### config.mk
export PLATFORM = sky130hd
export DESIGN_NAME = receiver_rsa_query_flat
export DESIGN_NICKNAME = d
export VERILOG_FILES = /design/src/rtl/receiver_rsa_query_if.sv /design/src/rtl/receiver_rsa_query.sv /design/src/flat_wrapper.sv
export SDC_FILE = /design/constraint.sdc
export NUM_CORES = 1
export LEC_CHECK = 0
export CORE_UTILIZATION = 28
export CTS_CLUSTER_DIAMETER = 100
export DETAILED_ROUTE_END_ITERATION = 16
export PLACE_DENSITY = 0.47
export RECOVER_POWER = 100
export SLEW_MARGIN = 10
export SYNTH_ARGS = -nofsm -noshare
export SYNTH_HDL_FRONTEND = slang
export SYNTH_SLANG_ARGS = --single-unit
export TNS_END_PERCENT = 5
### constraint.sdc
create_clock -name clk -period 22.4 [get_ports clk]
set_input_delay 4.48 -clock clk [delete_from_list [all_inputs] [get_ports clk]]
set_output_delay 4.48 -clock clk [all_outputs]
set_load 0.005 [all_outputs]
### src/rtl/receiver_rsa_query_if.sv
// Handshake and data bundle between the query-generation engine and whoever
// launches it. The master side supplies the start request and operands;
// the slave side (the engine) returns the query value and status.
interface receiver_rsa_query_if;
  logic        gen;
  logic        choice;
  logic [31:0] k;
  logic [31:0] e;
  logic [31:0] N;
  logic [31:0] rand_val0;
  logic [31:0] rand_val1;
  logic [31:0] received_data;
  logic        gen_end;
  logic        busy;

  // Requester view: drives operands and start, observes result and status
  modport master (
    output gen, choice, k, e, N, rand_val0, rand_val1,
    input  received_data, gen_end, busy
  );

  // Engine view: consumes operands and start, produces result and status
  modport slave (
    input  gen, choice, k, e, N, rand_val0, rand_val1,
    output received_data, gen_end, busy
  );
endinterface

### src/rtl/receiver_rsa_query.sv
// Receiver-side query generator for an oblivious-transfer style exchange.
// Produces received_data = (x + k^e mod N) mod N with x selected by choice.
// The modular exponentiation is right-to-left square-and-multiply where every
// modular product is formed bit-serially (MSB first, one multiplier bit per
// clock), so a run always takes exactly 2049 clocks after the start edge,
// independent of the operand values.
module receiver_rsa_query (
  input  logic                 clk,
  input  logic                 rst,
  receiver_rsa_query_if.slave  bus
);

  typedef enum logic [1:0] {
    IDLE  = 2'd0,
    MUL_R = 2'd1,
    MUL_B = 2'd2,
    ADD   = 2'd3
  } state_t;

  state_t      state_q;

  // Operands captured at the start edge so later input changes are harmless
  logic [31:0] x_q;
  logic [31:0] e_q;
  logic [31:0] n_q;

  // Exponentiation working values
  logic [31:0] base_q;
  logic [31:0] result_q;

  // Bit-serial multiply accumulator, multiplier bit counter, exponent bit index
  logic [31:0] r_q;
  logic [4:0]  cnt_q;
  logic [4:0]  bit_q;

  // Registered outputs
  logic [31:0] data_q;
  logic        genEnd_q;
  logic        busy_q;

  // Combinational helpers for one multiply step and for the final add
  logic [31:0] multiplier;
  logic        mulBit;
  logic [33:0] nWide;
  logic [33:0] dblStep;
  logic [33:0] addStep;
  logic [31:0] r_d;
  logic [32:0] addSum;
  logic [32:0] addRes;

  // One step of the shift-and-add modular multiply: r = 2r mod N, then
  // conditionally r = r + base mod N. Both multiplies use base as the
  // addend; MUL_R walks the bits of result, MUL_B walks the bits of base.
  // Inputs to each step stay below N, so a single conditional subtract
  // after each operation keeps r reduced; 34 bits cover 2r and r+base.
  always_comb begin
    multiplier = (state_q == MUL_R) ? result_q : base_q;
    mulBit     = multiplier[5'd31 - cnt_q];
    nWide      = {2'b00, n_q};
    dblStep    = {1'b0, r_q, 1'b0};
    if (dblStep >= nWide) begin
      dblStep = dblStep - nWide;
    end
    addStep = dblStep;
    if (mulBit) begin
      addStep = dblStep + {2'b00, base_q};
    end
    if (addStep >= nWide) begin
      addStep = addStep - nWide;
    end
    r_d = addStep[31:0];
  end

  // Final blinding add: s = x + result, reduced once modulo N in 33 bits
  always_comb begin
    addSum = {1'b0, x_q} + {1'b0, result_q};
    addRes = addSum;
    if (addSum >= {1'b0, n_q}) begin
      addRes = addSum - {1'b0, n_q};
    end
  end

  // Control FSM and datapath registers; all outputs are registered here
  always_ff @(posedge clk or posedge rst) begin
    if (rst) begin
      state_q  <= IDLE;
      x_q      <= 32'd0;
      e_q      <= 32'd0;
      n_q      <= 32'd0;
      base_q   <= 32'd0;
      result_q <= 32'd0;
      r_q      <= 32'd0;
      cnt_q    <= 5'd0;
      bit_q    <= 5'd0;
      data_q   <= 32'd0;
      genEnd_q <= 1'b0;
      busy_q   <= 1'b0;
    end else begin
      genEnd_q <= 1'b0;
      case (state_q)
        IDLE: begin
          if (bus.gen) begin
            x_q      <= bus.choice ? bus.rand_val1 : bus.rand_val0;
            e_q      <= bus.e;
            n_q      <= bus.N;
            base_q   <= bus.k;
            result_q <= 32'd1;
            r_q      <= 32'd0;
            cnt_q    <= 5'd0;
            bit_q    <= 5'd0;
            busy_q   <= 1'b1;
            state_q  <= MUL_R;
          end
        end

        MUL_R: begin
          r_q   <= r_d;
          cnt_q <= cnt_q + 5'd1;
          if (cnt_q == 5'd31) begin
            // The product is always formed; it is kept only for a set bit
            r_q <= 32'd0;
            if (e_q[bit_q]) begin
              result_q <= r_d;
            end
            state_q <= MUL_B;
          end
        end

        MUL_B: begin
          r_q   <= r_d;
          cnt_q <= cnt_q + 5'd1;
          if (cnt_q == 5'd31) begin
            r_q    <= 32'd0;
            base_q <= r_d;
            bit_q  <= bit_q + 5'd1;
            if (bit_q == 5'd31) begin
              state_q <= ADD;
            end else begin
              state_q <= MUL_R;
            end
          end
        end

        ADD: begin
          data_q   <= addRes[31:0];
          genEnd_q <= 1'b1;
          busy_q   <= 1'b0;
          state_q  <= IDLE;
        end

        default: begin
          state_q <= IDLE;
          busy_q  <= 1'b0;
        end
      endcase
    end
  end

  assign bus.received_data = data_q;
  assign bus.gen_end       = genEnd_q;
  assign bus.busy          = busy_q;

endmodule

### src/flat_wrapper.sv
// flat-port wrapper written by rule: the top's interface ports become plain ports
module receiver_rsa_query_flat 
  (clk, rst, bus_gen, bus_choice, bus_k, bus_e, bus_N, bus_rand_val0, bus_rand_val1, bus_received_data, bus_gen_end, bus_busy);
  receiver_rsa_query_if bus_i ();
  input  logic clk;
  input  logic rst;
  input wire logic [$bits(bus_i.gen)-1:0] bus_gen;
  input wire logic [$bits(bus_i.choice)-1:0] bus_choice;
  input wire logic [$bits(bus_i.k)-1:0] bus_k;
  input wire logic [$bits(bus_i.e)-1:0] bus_e;
  input wire logic [$bits(bus_i.N)-1:0] bus_N;
  input wire logic [$bits(bus_i.rand_val0)-1:0] bus_rand_val0;
  input wire logic [$bits(bus_i.rand_val1)-1:0] bus_rand_val1;
  output wire logic [$bits(bus_i.received_data)-1:0] bus_received_data;
  output wire logic [$bits(bus_i.gen_end)-1:0] bus_gen_end;
  output wire logic [$bits(bus_i.busy)-1:0] bus_busy;
  assign bus_i.gen = bus_gen;
  assign bus_i.choice = bus_choice;
  assign bus_i.k = bus_k;
  assign bus_i.e = bus_e;
  assign bus_i.N = bus_N;
  assign bus_i.rand_val0 = bus_rand_val0;
  assign bus_i.rand_val1 = bus_rand_val1;
  assign bus_received_data = bus_i.received_data;
  assign bus_gen_end = bus_i.gen_end;
  assign bus_busy = bus_i.busy;
  receiver_rsa_query u_core (.clk(clk), .rst(rst), .bus(bus_i));
endmodule
=== Word-level counts from Yosys, hierarchy flattened ===
Index checks and enable logic that the tools add are counted.

* Add/subtract/negate cells: 8
* Order comparisons: 5
* Reduce and logical (&&, ||, !) cells: 12
* Eq/ne operators: 9
* Multiplexer cells: 32

{| class="wikitable"
|+ Operators with widths
! kind !! count
|-
| 2-to-1 mux 32 bit || 11
|-
| one-hot mux 32 bit (2 select lines) || 3
|-
| 2-to-1 mux 34 bit || 2
|-
| greater-or-equal comparator 33 x 32 -> 1 bit || 2
|-
| subtractor 32 bit || 2
|-
| adder 34 x 32 -> 34 bit || 1
|-
| greater-or-equal comparator 34 x 32 -> 1 bit || 1
|-
| subtractor 33 x 32 -> 34 bit || 1
|-
| adder 32 x 32 -> 33 bit || 1
|-
| one-hot mux 5 bit (2 select lines) || 2
|-
| < comparator 5 x 6 -> 1 bit (second input constant) || 2
|-
| adder 5 x 1 -> 5 bit (second input constant) || 2
|-
| binary-select mux 1 bit (select 5 bit) || 2
|-
| equality test 5 bit (second input constant) || 2
|-
| 2-to-1 mux 5 bit || 2
|-
| 2-to-1 mux 2 bit || 4
|-
| one-hot mux 2 bit (4 select lines) || 1
|-
| nonzero test 2 bit || 4
|-
| inequality test 2 bit (second input constant) || 3
|-
| AND reduction 2 bit || 3
|-
| AND reduction 3 bit || 2
|-
| subtractor 5 bit (first input constant) || 1
|-
| equality test 2 bit (second input constant) || 2
|-
| 2-to-1 mux 1 bit || 4
|-
| 6 further kinds || 6
|}

* Bits of input ports: 164
* Output and inout bits: 34
* Register bits after elaboration: 238

=== Depth between registers and ports, before layout ===
* Depth in word-level cells: 10
* Mapped depth: 37
* Depth with buffers taken out: 34

=== Least setup slack after synthesis ===
No wires, ideal clock.

* Path kind: register -> register
* Start point: register u_core.n_q[1]
* End point: register u_core.r_q[0]
* Path slack: 14.923 ns
* Library setup time: 0.121 ns
* Cell stages (with the launch flop): 37
* Arrival: 7.356 ns
* Path through: dfrtp_1 -> inv_1 -> fa_1 -> a21oi_1 -> nor3b_1 -> o31a_1 -> o31a_1 -> o21a_1 -> nor2_1 -> clkbuf_1 -> buf_1 -> nand2_1 -> o21ai_0 -> ha_1 -> o21ai_0 -> o21ai_0 -> a32oi_1 -> o21ai_0 -> o41ai_1 -> o211ai_1 -> a21oi_1 -> xnor2_1 -> mux2i_1 -> inv_1 -> ha_1 -> a21oi_1 -> nor2b_1 -> o21ai_0 -> nand2b_1 -> a21oi_1 -> nor2b_1 -> a311oi_1 -> clkbuf_1 -> clkbuf_1 -> nand3_1 -> and2_1 -> a22o_1

* Cells in the longest elaborated chain, start to end: 8
* Elaborated cells on any way between the ends: 10
* Classes of those cells: add/sub (3); order compare (2); mux (5)

{| class="wikitable"
|+ Ends and longest elaborated chain
! element !! RTL line !! RTL
|-
| from (decl) || receiver_rsa_query.sv:25 || <nowiki>logic [31:0] n_q;</nowiki>
|-
| from (signal assigned) || receiver_rsa_query.sv:105 || <nowiki>n_q <= bus.N;</nowiki>
|-
| subtractor 33 x 32 -> 34 bit or greater-or-equal comparator 33 x 32 -> 1 bit (tied branches) || receiver_rsa_query.sv:62, receiver_rsa_query.sv:61 ||
|-
| 2-to-1 mux 34 bit || receiver_rsa_query.sv:61 || <nowiki>if (dblStep >= nWide) begin</nowiki>
|-
| adder 34 x 32 -> 34 bit || receiver_rsa_query.sv:66 || <nowiki>addStep = dblStep + {2'b00, base_q};</nowiki>
|-
| 2-to-1 mux 34 bit || receiver_rsa_query.sv:65 || <nowiki>if (mulBit) begin</nowiki>
|-
| greater-or-equal comparator 34 x 32 -> 1 bit or subtractor 32 bit (tied branches) || receiver_rsa_query.sv:68, receiver_rsa_query.sv:69 ||
|-
| 2-to-1 mux 32 bit * || receiver_rsa_query.sv:68 || <nowiki>if (addStep >= nWide) begin</nowiki>
|-
| 2-to-1 mux 32 bit * || receiver_rsa_query.sv:119, receiver_rsa_query.sv:132 ||
|-
| one-hot mux 32 bit (2 select lines) * || receiver_rsa_query.sv:100 || <nowiki>case (state_q)</nowiki>
|-
| to (signal assigned) || receiver_rsa_query.sv:117 || <nowiki>r_q <= r_d;</nowiki>
|-
| to (signal assigned) || receiver_rsa_query.sv:130 || <nowiki>r_q <= r_d;</nowiki>
|-
| to (decl) || receiver_rsa_query.sv:32 || <nowiki>logic [31:0] r_q;</nowiki>
|}

Mark *: on every way between the ends. The rest lies on a longest branch, timed or not.
A chain may end at the register's enable or synchronous reset.

==> out/qor.csv <==
stage,metric,value,unit
floorplan,dieArea,74100,um2
sta,relSlewSlack,-2.85,
yosys,synth-async-reset-ratio,1.00,
setup_path,crit_path_end_kind,async pin,
sta,finalSetupTns,0,ns
sta,slew_viol_final,571,
cells_and_area,layout-drive-gt1-share,0.0845,
route,viasPerCell,5.51,
yosys,synth_fp_nets,2651,
run_status,failed_checks,"capacitance limit, slew limit",
route,drt_iter0_markers,1472,
place,place_ws,12.73,ns
route,num_vias,18900,
route,wl,81.4,mm
global_routing,track_usage,0.215,
yosys,synth_seq_cells,238,
cells_and_area,diodes,0,
worst_hold_path,worstHoldPathType,flop to flop,
yosys,netlist_area,20500,um2
sta,worstMarginPinSlew,5.78,ns
run_status,outcome,finished with violations,
route,drcViolationCount,0,
yosys,synthCells,2314,
cts,cts_root_buf,clkbuf_16,
sta,layout_setup_ws,8.83,ns
sta,finClkSkew,0.0209,ns
yosys,yosys_warnings,0,
cells_and_area,ff_latch_area,5960,um2
cells_and_area,multi_input_area,13700,um2
floorplan,core,71900,um2
global_routing,grt_max_degree,114,
yosys,synth_top_flop_cell,dfrtp_1,
cts,cts_resized,0,
floorplan,initial_core_util,0.285,
yosys,synth_edf_count,0,
setup_path,worstPathArrival,13.52,ns
setup_path,path_max_fanout,113,
sta,finalSetupViolCount,0,
cts,h-tree-depth,1,
floorplan,row_count,98,
setup_path,worstSetupStartpointType,input port,
floorplan,num_io_pins,198,
place,gp_congestion,0.924,
cells_and_area,final_util,0.339,
global_routing,grt_pass1_vias,18700,
cts,clockBufferDepth,3,
place,hpwl,64.1,mm
global_routing,overflow,0,
yosys,yosysSeqAreaShare,0.291,
route,drt_first_pass_iters,5,
cts,cts_made_buffers,31,
cts,worst_skew_pair.late_latency,0.60,ns
cts,cts_tree,done,
cts,ctsHoldBuffers,0,
run,maxCapViolations,10,
setup_path,worstSetupPathType,input port to async pin,
cells_and_area,fill_cells,7507,
floorplan,die_y,272,um
global_routing,grt_pass1_wl,120,mm
yosys,syn_avg_cell_area,8.84,um2
setup_path,cp.required,22.35,ns
route,ant_nets,0,
cells_and_area,syn_to_final_growth,19.0,%
sta,hold_violations,0,
global_routing,grt_antenna_before_repair,3,
sta,period_share,0.606,
yosys,synth_cell_types,78,
sta,fmax,0.0737,GHz
sta,rsz0062_at_grt,false,
cts,clk_pin_slew_worst_paths,0.06,ns
cells_and_area,fin_nets,2800,
cts,clkSinkCount,238,
sta,period_needed,13.57,ns
route,wl_per_cell,23.7,um
place,io_buffers,197,
cts,cts_setup_buffers,0,
floorplan,die_x,272,um
==> metrics by stage <==
stage / hold slack (ns) / cell area (um2) / std cells
finish: 0.494 / 24300 / 3434
global route: 0.516 / 24300 / 3434
CTS: 0.497 / 24400 / 3434
detailed placement: 0.484 / 23400 / 3380
global placement: 0.484 / 23400 / 3380
floorplan: 0.454 / 20500 / 2314
==> worst max-delay path, cell delays in order <==
cell and delay (ns):
dlygate4sd3_1 0.54, clkinvlp_2 3.09, clkbuf_1 2.77, clkbuf_1 2.47
==> flip-flops by register name, summed over array words and instances, names as in the netlist <==
register,cells
u_core.base_q,32
u_core.bus.received_data,32
u_core.e_q,32
u_core.n_q,32
u_core.r_q,32
u_core.result_q,32
u_core.x_q,32
u_core.bit_q,5
u_core.cnt_q,5
u_core.state_q,2
u_core.bus.busy,1
u_core.bus.gen_end,1
==> synthesized netlist by cell type, drive strengths merged (34+ instances only) <==
cell,number,area share
xnor2,94,0.040
nand3,45,0.011
inv,90,0.017
ha,168,0.10
nor3,34,0.0083
mux2,98,0.054
clkbuf,82,0.015
o21ai,199,0.049
xor2,37,0.016
nor2,129,0.024
mux2i,85,0.042
dfrtp,238,0.29
a21o,79,0.029
a21oi,181,0.044
and3,36,0.011
nand2,235,0.043
==> area by class of cell <==
| class | count | area share |
|---|---|---|
| multi-input cells | 1882 | 0.565 |
| flip-flops and latches | 238 | 0.245 |
| repair buffers | 220 | 0.0861 |
| well taps | 950 | 0.0489 |
| clock buffers | 43 | 0.0366 |
| inverters | 90 | 0.0139 |
| clock inverters | 11 | 0.00473 |
==> path summary, 6_finish.rpt <==
| check | end | depth (start not counted) | slack, ns | from |
|---|---|---|---|---|
| max | u_core.x_q[19]$_DFFE_PP0P_ | 4 | 8.83 | rst |
| min | u_core.x_q[10]$_DFFE_PP0P_ | 2 | 0.49 | u_core.x_q[10]$_DFFE_PP0P_ |
| max reg2reg | u_core.base_q[22]$_DFFE_PP0P_ | 28 | 10.26 | u_core.n_q[31]$_DFFE_PP0P_ |
| min reg2reg | u_core.x_q[10]$_DFFE_PP0P_ | 2 | 0.49 | u_core.x_q[10]$_DFFE_PP0P_ |
| max in group clk | u_core.base_q[22]$_DFFE_PP0P_ | 28 | 10.26 | u_core.n_q[31]$_DFFE_PP0P_ |
| min in group asynchronous | u_core.e_q[26]$_DFFE_PP0P_ | 2 | 6.05 | rst |
==> routing by layer <==
metal,routed length [um],track usage,vias to the layer above
li1,-,-,8947
met1,35500,0.276,9251
met2,38400,0.362,577
met3,3820,0.0271,149
met4,3720,0.0862,0
met5,0,0,-
==> cells by family (layout without fill, tap and decap cells) <==
kind of cell,Yosys count,after routing,synth area share
AOI/OAI and AO/OA,757,757,0.243
xor gates and xnor gates,131,131,0.0561
adders and majority gates,173,173,0.108
buffers and inverters,194,364,0.0380
DFF,238,238,0.291
muxes,209,209,0.124
and+or+nand+nor,612,612,0.140
==> cells in the final DEF (no fill, tap or decap), types with 17 or more instances in the layout <==
| cell type | count |
|---|---|
| dfrtp_1 | 238 |
| nand2_1 | 235 |
| o21ai_0 | 197 |
| a21oi_1 | 181 |
| ha_1 | 167 |
| clkdlybuf4s50_1 | 160 |
| nor2_1 | 128 |
| mux2_2 | 95 |
| xnor2_1 | 94 |
| inv_1 | 89 |
| mux2i_1 | 85 |
| a21o_1 | 79 |
| nand3_1 | 44 |
| xor2_1 | 37 |
| and3_1 | 36 |
| dlygate4sd3_1 | 36 |
| nor3_1 | 34 |
| clkbuf_16 | 31 |
| o21a_1 | 29 |
| a211oi_1 | 27 |
| a31oi_1 | 27 |
| mux4_2 | 26 |
| nor2b_1 | 24 |
| o221ai_1 | 23 |
| nand2b_1 | 21 |
| a22o_1 | 21 |
| o21bai_1 | 18 |
| o211ai_1 | 18 |
| nand4_1 | 17 |
| clkbuf_1 | 17 |
Power is not shown: default switching activity piles up to over one toggle a cycle in this logic, so the estimate is an artifact.
